$ cat src/rtl/balance_pkg.sv
`default_nettype none
// ============================================================================
// Module      : balance_pkg
// Description : Shared types and state encoding for the balance sequencer.
// Revision    : 1.0 - initial release
// ============================================================================
package balance_pkg;

  localparam logic [2:0] c_ST_OFF    = 3'd0;
  localparam logic [2:0] c_ST_SETTLE = 3'd1;
  localparam logic [2:0] c_ST_RUN    = 3'd2;
  localparam logic [2:0] c_ST_DRAIN  = 3'd3;
  localparam logic [2:0] c_ST_FAULT  = 3'd4;

  typedef enum logic [2:0] {
    ST_OFF    = c_ST_OFF,
    ST_SETTLE = c_ST_SETTLE,
    ST_RUN    = c_ST_RUN,
    ST_DRAIN  = c_ST_DRAIN,
    ST_FAULT  = c_ST_FAULT
  } seq_state_t;

  typedef logic signed [11:0] spd_t;

endpackage
`default_nettype wire

$ cat src/rtl/balance_seq_inflight_pipe.sv
`default_nettype none
// ============================================================================
// Module      : inflight_pipe
// Description : Valid shift register that follows samples through the
//               fixed-latency balance datapath and flags their arrival.
// Revision    : 1.0 - initial release
// ============================================================================
module inflight_pipe #(
  parameter int LAT = 3
) (
  input  logic clk,
  input  logic rst,
  input  logic flush_i,
  input  logic vld_i,
  output logic cap_o,
  output logic outstanding_o
);

  logic [LAT-1:0] sr_q;
  logic [LAT-1:0] sr_d;

  generate
    if (LAT == 1) begin : g_lat1
      assign sr_d = vld_i;
    end else begin : g_latn
      assign sr_d = {sr_q[LAT-2:0], vld_i};
    end
  endgenerate

  // Advance the in-flight markers; reset or flush aborts every sample.
  always_ff @(posedge clk) begin
    if (rst || flush_i) begin
      sr_q <= '0;
    end else begin
      sr_q <= sr_d;
    end
  end

  // Top tap marks the cycle the datapath speeds belong to that sample.
  assign cap_o         = sr_q[LAT-1];
  assign outstanding_o = |sr_q;

endmodule
`default_nettype wire

$ cat src/rtl/balance_seq.sv
`default_nettype none
// ============================================================================
// Module      : balance_seq
// Description : Sequencer around the balance datapath: gates sample strobes,
//               tracks in-flight samples, captures wheel speeds and runs the
//               OFF/SETTLE/RUN/DRAIN/FAULT state machine.
// Revision    : 1.0 - initial release
// ============================================================================
module balance_seq
  import balance_pkg::*;
#(
  parameter int LAT        = 3,
  parameter int SETTLE_CYC = 256,
  parameter int TF_LIM     = 3,
  parameter int FLT_HOLD   = 16
) (
  input  logic              clk,
  input  logic              rst,
  input  logic              inert_vld,
  input  logic              rider_off,
  input  logic              batt_low,
  input  logic              en_steer_in,
  input  logic              too_fast,
  input  logic signed [11:0] lft_spd_in,
  input  logic signed [11:0] rght_spd_in,
  output logic              vld_out,
  output logic              pwr_up,
  output logic              en_steer,
  output logic signed [11:0] lft_spd,
  output logic signed [11:0] rght_spd,
  output logic              spd_vld,
  output logic              fault,
  output logic [2:0]        state
);

  localparam int SW = (SETTLE_CYC > 1) ? $clog2(SETTLE_CYC) : 1;
  localparam int HW = $clog2(FLT_HOLD) + 1;
  localparam int TW = (TF_LIM > 0) ? $clog2(TF_LIM + 1) : 1;

  localparam logic [SW-1:0] c_SETTLE_LAST = SW'(SETTLE_CYC - 1);
  localparam logic [HW-1:0] c_HOLD_LAST   = HW'(FLT_HOLD - 1);
  localparam logic [HW-1:0] c_HOLD_MAX    = {HW{1'b1}};
  localparam logic [TW-1:0] c_TF_LIM      = TW'(TF_LIM);

  seq_state_t    state_q, state_d;
  logic [SW-1:0] settle_q, settle_d;
  logic [HW-1:0] hold_q, hold_d;
  logic [TW-1:0] tf_q, tf_d, w_tf_next;
  logic          w_flush;
  logic          w_cap;
  logic          w_outstanding;
  logic          w_live_d;
  logic          w_pass;

  inflight_pipe #(
    .LAT (LAT)
  ) u_pipe (
    .clk           (clk),
    .rst           (rst),
    .flush_i       (w_flush),
    .vld_i         (vld_out),
    .cap_o         (w_cap),
    .outstanding_o (w_outstanding)
  );

  // Next-state, counter updates and pipe flush on FAULT.
  always_comb begin
    state_d   = state_q;
    settle_d  = settle_q;
    hold_d    = hold_q;
    tf_d      = tf_q;
    w_tf_next = tf_q;
    if (w_cap && too_fast) begin
      w_tf_next = (tf_q == c_TF_LIM) ? tf_q : tf_q + 1'b1;
    end else if (w_cap) begin
      w_tf_next = '0;
    end
    case (state_q)
      ST_OFF: begin
        if (!rider_off && !batt_low) state_d = ST_SETTLE;
      end
      ST_SETTLE: begin
        if (rider_off || batt_low)         state_d = ST_DRAIN;
        else if (settle_q == c_SETTLE_LAST) state_d = ST_RUN;
        else                                settle_d = settle_q + 1'b1;
      end
      ST_RUN: begin
        tf_d = w_tf_next;
        // Overspeed fault outranks a simultaneous rider/battery drop.
        if (w_cap && too_fast && (w_tf_next == c_TF_LIM)) state_d = ST_FAULT;
        else if (rider_off || batt_low)                   state_d = ST_DRAIN;
      end
      ST_DRAIN: begin
        if (!w_outstanding) state_d = ST_OFF;
      end
      ST_FAULT: begin
        if ((hold_q >= c_HOLD_LAST) && rider_off) state_d = ST_OFF;
        else if (hold_q != c_HOLD_MAX)            hold_d = hold_q + 1'b1;
      end
      default: state_d = ST_OFF;
    endcase
    if (state_d != state_q) begin
      settle_d = '0;
      hold_d   = '0;
      tf_d     = '0;
    end
  end

  assign w_flush  = (state_d == ST_FAULT);
  assign w_live_d = (state_d == ST_SETTLE) || (state_d == ST_RUN) || (state_d == ST_DRAIN);
  // Samples only enter the datapath while sampling stays enabled across the edge.
  assign w_pass   = ((state_q == ST_SETTLE) || (state_q == ST_RUN)) &&
                    ((state_d == ST_SETTLE) || (state_d == ST_RUN));

  // State, counters and outputs registered against the state being entered.
  always_ff @(posedge clk) begin
    if (rst) begin
      state_q  <= ST_OFF;
      settle_q <= '0;
      hold_q   <= '0;
      tf_q     <= '0;
      vld_out  <= 1'b0;
      pwr_up   <= 1'b0;
      en_steer <= 1'b0;
      fault    <= 1'b0;
      spd_vld  <= 1'b0;
      lft_spd  <= '0;
      rght_spd <= '0;
    end else begin
      state_q  <= state_d;
      settle_q <= settle_d;
      hold_q   <= hold_d;
      tf_q     <= tf_d;
      vld_out  <= inert_vld && w_pass;
      pwr_up   <= w_live_d;
      en_steer <= (state_d == ST_RUN) && en_steer_in;
      fault    <= (state_d == ST_FAULT);
      if (!w_live_d) begin
        spd_vld  <= 1'b0;
        lft_spd  <= '0;
        rght_spd <= '0;
      end else begin
        spd_vld <= w_cap;
        if (w_cap) begin
          lft_spd  <= lft_spd_in;
          rght_spd <= rght_spd_in;
        end
      end
    end
  end

  assign state = state_q;

endmodule
`default_nettype wire
$ cat config.mk
export PLATFORM = sky130hd
export DESIGN_NAME = balance_seq
export DESIGN_NICKNAME = d
export VERILOG_FILES = /design/src/rtl/balance_pkg.sv /design/src/rtl/balance_seq_inflight_pipe.sv /design/src/rtl/balance_seq.sv
export SDC_FILE = /design/constraint.sdc
export NUM_CORES = 1
export LEC_CHECK = 0
export ABC_AREA = 1
export CAP_MARGIN = 40
export CELL_PAD_IN_SITES_DETAIL_PLACEMENT = 0
export CELL_PAD_IN_SITES_GLOBAL_PLACEMENT = 1
export CORE_ASPECT_RATIO = 1.4
export CORE_MARGIN = 2
export CORE_UTILIZATION = 34
export DETAILED_ROUTE_END_ITERATION = 7
export PLACE_DENSITY = 0.8
export SLEW_MARGIN = 20
export SYNTH_ARGS = -nofsm -noshare
export SYNTH_HDL_FRONTEND = slang
export SYNTH_SLANG_ARGS = --single-unit
$ cat constraint.sdc
create_clock -name clk -period 2 [get_ports clk]
set_input_delay 0.6 -clock clk [delete_from_list [all_inputs] [get_ports clk]]
set_output_delay 0.6 -clock clk [all_outputs]
set_load 0.03 [all_outputs]
==> impl_metrics.xml <==
<?xml version="1.0" encoding="UTF-8"?>
<metrics>
  <group name="global_route">
    <metric name="grt_first_pass_wirelength" unit="microns">8310</metric>
    <metric name="track_usage" unit="%">14.1</metric>
    <metric name="largest_net_degree_at_the_start_of_global_routing" unit="">27</metric>
    <metric name="number_of_global_route_vias_before_repair" unit="">1995</metric>
    <metric name="number_of_antenna_violations_at_the_first_check_in_global_routing" unit="">0</metric>
    <metric name="overflow" unit="">0</metric>
  </group>
  <group name="critical_path">
    <metric name="worstPathCellList" unit="">clkdlybuf4s50_1</metric>
    <metric name="max_stage_delay" unit="ps">680</metric>
    <metric name="critPathLaunchType" unit="">register</metric>
    <metric name="endpoint" unit="">state[1]</metric>
    <metric name="critical_path_depth" unit="">1</metric>
    <metric name="timing.critical_path.fanout_max" unit="">2</metric>
    <metric name="cp_data_required_time" unit="ps">1400</metric>
    <metric name="critical_r2r_launch" unit="">hold_q[0]$_SDFFE_PP0P_</metric>
    <metric name="worst_setup_path_startpoint" unit="">state[1]$_SDFF_PP0_</metric>
    <metric name="regToRegEndpoint" unit="">hold_q[0]$_SDFFE_PP0P_</metric>
    <metric name="timing.critical_path.max_delay_family" unit="">buffers and inverters</metric>
    <metric name="worst_path_max_delay_cell" unit="">sky130_fd_sc_hd__clkdlybuf4s50_1</metric>
    <metric name="reg2reg_depth" unit="">14</metric>
    <metric name="cp_num_buf_inv" unit="">1</metric>
    <metric name="cp_data_arrival_time" unit="ps">1330</metric>
    <metric name="critical_path_class" unit="">reg -&gt; out</metric>
    <metric name="worst-r2r-setup-slack" unit="ps">180</metric>
    <metric name="critical_path.endpoint_type" unit="">output port</metric>
  </group>
  <group name="synthesis">
    <metric name="synth_seq_area_share" unit="%">44.2</metric>
    <metric name="synth.area.top_cells" unit="">sky130_fd_sc_hd__dfxtp_1 (44%), sky130_fd_sc_hd__nand2_1 (15%), sky130_fd_sc_hd__nor2_4 (6.0%), sky130_fd_sc_hd__a21oi_1 (5.8%), sky130_fd_sc_hd__inv_1 (5.0%)</metric>
    <metric name="synth_top_flop_cell" unit="">sky130_fd_sc_hd__dfxtp_1</metric>
    <metric name="mappedNetlistNets" unit="">329</metric>
    <metric name="most_common_cell_in_the_netlist" unit="">sky130_fd_sc_hd__nand2_1</metric>
    <metric name="synth_top_area_share" unit="%">44.2</metric>
    <metric name="post_synth_instance_area" unit="sq um">2260</metric>
    <metric name="netlist-cell-type-count" unit="">29</metric>
    <metric name="synth_area_leader_cell" unit="">sky130_fd_sc_hd__dfxtp_1</metric>
    <metric name="synth_top_cells_by_count" unit="">sky130_fd_sc_hd__nand2_1 (90), sky130_fd_sc_hd__dfxtp_1 (50), sky130_fd_sc_hd__inv_1 (30), sky130_fd_sc_hd__a21oi_1 (26), sky130_fd_sc_hd__nor2_1 (25)</metric>
    <metric name="average_size_of_a_mapped_cell" unit="sq um">7.69</metric>
    <metric name="synth_edf_count" unit="">0</metric>
    <metric name="ys_seq_elements" unit="">50</metric>
    <metric name="asyncSetResetFlopFracSynth" unit="%">0</metric>
    <metric name="synth_cells" unit="">294</metric>
    <metric name="yosysWarningCount" unit="">0</metric>
  </group>
  <group name="power_and_ir_drop">
    <metric name="p_per_area" unit="nW/um^2">655</metric>
    <metric name="power.combinational.fraction" unit="%">18.2</metric>
    <metric name="power.sequential.fraction" unit="%">48.6</metric>
    <metric name="internal_power" unit="mW">1.55</metric>
    <metric name="clock_power_share" unit="%">33.2</metric>
    <metric name="switching_pwr" unit="mW">0.540</metric>
    <metric name="irDropWorstVdd" unit="V">0.000309</metric>
    <metric name="power.static_leakage" unit="nW">1.20</metric>
    <metric name="p_sw_share" unit="%">25.8</metric>
  </group>
  <group name="detailed_routing">
    <metric name="drtPass1Iterations" unit="">4</metric>
    <metric name="via_count" unit="">2032</metric>
    <metric name="wl_per_cell" unit="microns">10.8</metric>
    <metric name="avgViaCountPerCell" unit="">4.54</metric>
    <metric name="detailedRoute.firstIterationViolations" unit="">95</metric>
    <metric name="drc_errors_left" unit="">0</metric>
    <metric name="route.antenna.remaining_nets" unit="">0</metric>
    <metric name="drt-total-wl" unit="microns">4840</metric>
  </group>
  <group name="floorplanning">
    <metric name="die_h" unit="microns">101</metric>
    <metric name="start_util" unit="%">34.7</metric>
    <metric name="core_area" unit="sq um">6530</metric>
    <metric name="design.die.area" unit="sq um">7330</metric>
    <metric name="die-width" unit="microns">72.9</metric>
    <metric name="io-pin-count" unit="">63</metric>
    <metric name="row_count" unit="">35</metric>
  </group>
  <group name="placed_design">
    <metric name="place_congestion" unit="">0.756</metric>
    <metric name="port_buffers" unit="">62</metric>
    <metric name="place_ws" unit="ps">-142</metric>
    <metric name="dp_hpwl" unit="microns">3690</metric>
  </group>
  <group name="layout">
    <metric name="finalCoreUtilization" unit="%">49.0</metric>
    <metric name="filler_cell_count" unit="">659</metric>
    <metric name="ant_diodes" unit="">0</metric>
    <metric name="design.final.nets" unit="">408</metric>
    <metric name="post_route_cells_drive_above_1_share" unit="%">14.7</metric>
    <metric name="area.growth.synth_to_final" unit="%">41.4</metric>
  </group>
  <group name="timing">
    <metric name="worst_clock_skew" unit="ps">5.94</metric>
    <metric name="final_min_period_over_clock_period" unit="%">96.7</metric>
    <metric name="unrepaired_setup_endpoints_after_global_routing" unit="">no</metric>
    <metric name="final-max-slew-violation-count" unit="">0</metric>
    <metric name="finalHoldViolations" unit="">0</metric>
    <metric name="post-route-worst-setup-slack" unit="ps">66.5</metric>
    <metric name="layout_min_cycle_time" unit="ps">1930</metric>
    <metric name="tightest_slew" unit="ps">336</metric>
    <metric name="hold-worst-slack" unit="ps">431</metric>
    <metric name="setup_violations" unit="">0</metric>
    <metric name="timing.max_slew.rel_slack" unit="%">77.5</metric>
    <metric name="fmax" unit="MHz">517</metric>
  </group>
  <group name="cts">
    <metric name="clock_path_buffers" unit="">2</metric>
    <metric name="cts.htree.levels" unit="">2</metric>
    <metric name="cts_root_buf" unit="">sky130_fd_sc_hd__clkbuf_8</metric>
    <metric name="cts_inserted_buffers" unit="">5</metric>
    <metric name="cts_tree" unit="">yes</metric>
    <metric name="cts_sinks" unit="">50</metric>
    <metric name="clk_latency" unit="ps">300</metric>
    <metric name="cts_hold_buffers" unit="">0</metric>
    <metric name="worst_setup_hold_path_clk_slew" unit="ps">90</metric>
  </group>
  <group name="status">
    <metric name="status" unit="">complete, no violations</metric>
  </group>
  <group name="run">
    <metric name="maxCapViolCount" unit="">0</metric>
  </group>
  <group name="min_path">
    <metric name="timing.hold.worst_path_depth" unit="">2</metric>
    <metric name="holdCritPathClass" unit="">reg -&gt; reg</metric>
  </group>
</metrics>
-- per-stage QoR --
step / total power, mW / setup TNS, ps / instance area, sq um / std cells
6_report: 2.09 / 0 / 3200 / 448
4_1_cts: 2.12 / 0 / 3190 / 447
5_1_grt: 2.19 / 0 / 3200 / 448
3_5_place_dp: 1.43 / -4180 / 3080 / 439
2_1_floorplan: 1.26 / 0 / 2260 / 294
3_3_place_gp: 1.43 / -3540 / 3080 / 439
-- worst min-delay path by stage --
| stage | startpoint | end | slack, ps |
|---|---|---|---|
| floorplan | u_pipe.sr_q[1]$_SDFF_PP0_ | u_pipe.sr_q[2]$_SDFF_PP0_ | 410 |
| global placement | u_pipe.sr_q[1]$_SDFF_PP0_ | u_pipe.sr_q[2]$_SDFF_PP0_ | 420 |
| detailed placement | u_pipe.sr_q[1]$_SDFF_PP0_ | u_pipe.sr_q[2]$_SDFF_PP0_ | 420 |
| CTS | u_pipe.sr_q[1]$_SDFF_PP0_ | u_pipe.sr_q[2]$_SDFF_PP0_ | 430 |
| global route | u_pipe.sr_q[0]$_SDFF_PP0_ | u_pipe.sr_q[1]$_SDFF_PP0_ | 450 |
| finish | u_pipe.sr_q[1]$_SDFF_PP0_ | u_pipe.sr_q[2]$_SDFF_PP0_ | 430 |
-- timing repair --
item	in CTS	in global routing
resized for setup	2	1
endpoints found under the hold margin	0	0
buffers inserted	0	1
setup endpoints to repair	2	4
-- power by group through the flow --
stage          combinational (mW)  sequential, mW  clock [mW]
2_1_floorplan               0.190            1.07           0
4_1_cts                     0.387            1.02       0.719
6_report                    0.380            1.02       0.696
5_1_grt                     0.411            1.02       0.756
3_5_place_dp                0.387            1.04           0
3_3_place_gp                0.388            1.04           0
-- state kept, by name, summed over array words and instances, names as in the netlist --
signal / flops
lft_spd: 12
hold_q: 5
rght_spd: 12
vld_out: 1
fault: 1
state: 3
spd_vld: 1
en_steer: 1
u_pipe.sr_q: 3
pwr_up: 1
settle_q: 8
tf_q: 2
-- placed cells by master, fill, tap and decap left out, drive strengths merged --
cell,netlist,final
nand3,10,10
dlygate4sd2,0,2
clkinv,1,3
o22ai,2,2
or2,1,1
clkbuf,4,5
a21oi,26,26
xor2,6,6
clkdlybuf4s50,0,60
o21a,1,1
inv,33,33
dfxtp,50,50
nor2,39,39
nand2,97,97
o21ai,4,4
o211ai,2,2
nand4,3,3
ha,4,4
xnor2,3,3
buf,4,18
nor3,2,2
nand3b,2,2
bufinv,0,1
-- metal layers --
metal	GRT usage (%)	vias up	wire (microns)
met5	0	-	0
li1	-	1067	-
met3	3.30	9	303
met1	14.7	893	2010
met2	26.4	63	2430
met4	5.70	0	96
-- kinds of logic (layout without fill, tap and decap cells) --
group | after synthesis | in the layout | share of synthesized area (%)
AO/OA/AOI/OAI | 35 | 35 | 8.68
XOR/XNOR | 9 | 9 | 3.48
adder cells (fa/ha/maj) | 4 | 4 | 2.21
buffers and inverters | 42 | 122 | 8.19
flip-flops | 50 | 50 | 44.2
AND/OR/NAND/NOR | 154 | 154 | 33.2
-- layout make-up --
class	instances	area (sq um)	share of cell area, %
Tap cell	74	92.6	2.89
Clock buffer	5	68.8	2.15
Inverter	34	128	3.99
Clock inverter	3	40.0	1.25
Sequential cell	50	1000	31.3
Timing Repair Buffer	80	791	24.7
Multi-Input combinational cell	202	1080	33.7
-- worst register-to-register path, cell delays in order, from the launching register on --
cell and delay, ps:
sky130_fd_sc_hd__dfxtp_1 360, sky130_fd_sc_hd__ha_1 190, sky130_fd_sc_hd__nand2_1 70, sky130_fd_sc_hd__nor2_1 150
sky130_fd_sc_hd__ha_1 170, sky130_fd_sc_hd__nor2_1 40, sky130_fd_sc_hd__nand2_1 60, sky130_fd_sc_hd__nand2_1 60
sky130_fd_sc_hd__nand2_1 80, sky130_fd_sc_hd__nand2_1 80, sky130_fd_sc_hd__nor2_2 140, sky130_fd_sc_hd__nor2_4 50
sky130_fd_sc_hd__nand2_4 80, sky130_fd_sc_hd__buf_12 150, sky130_fd_sc_hd__nor2_1 50
Power figures use the tool's default switching activity.
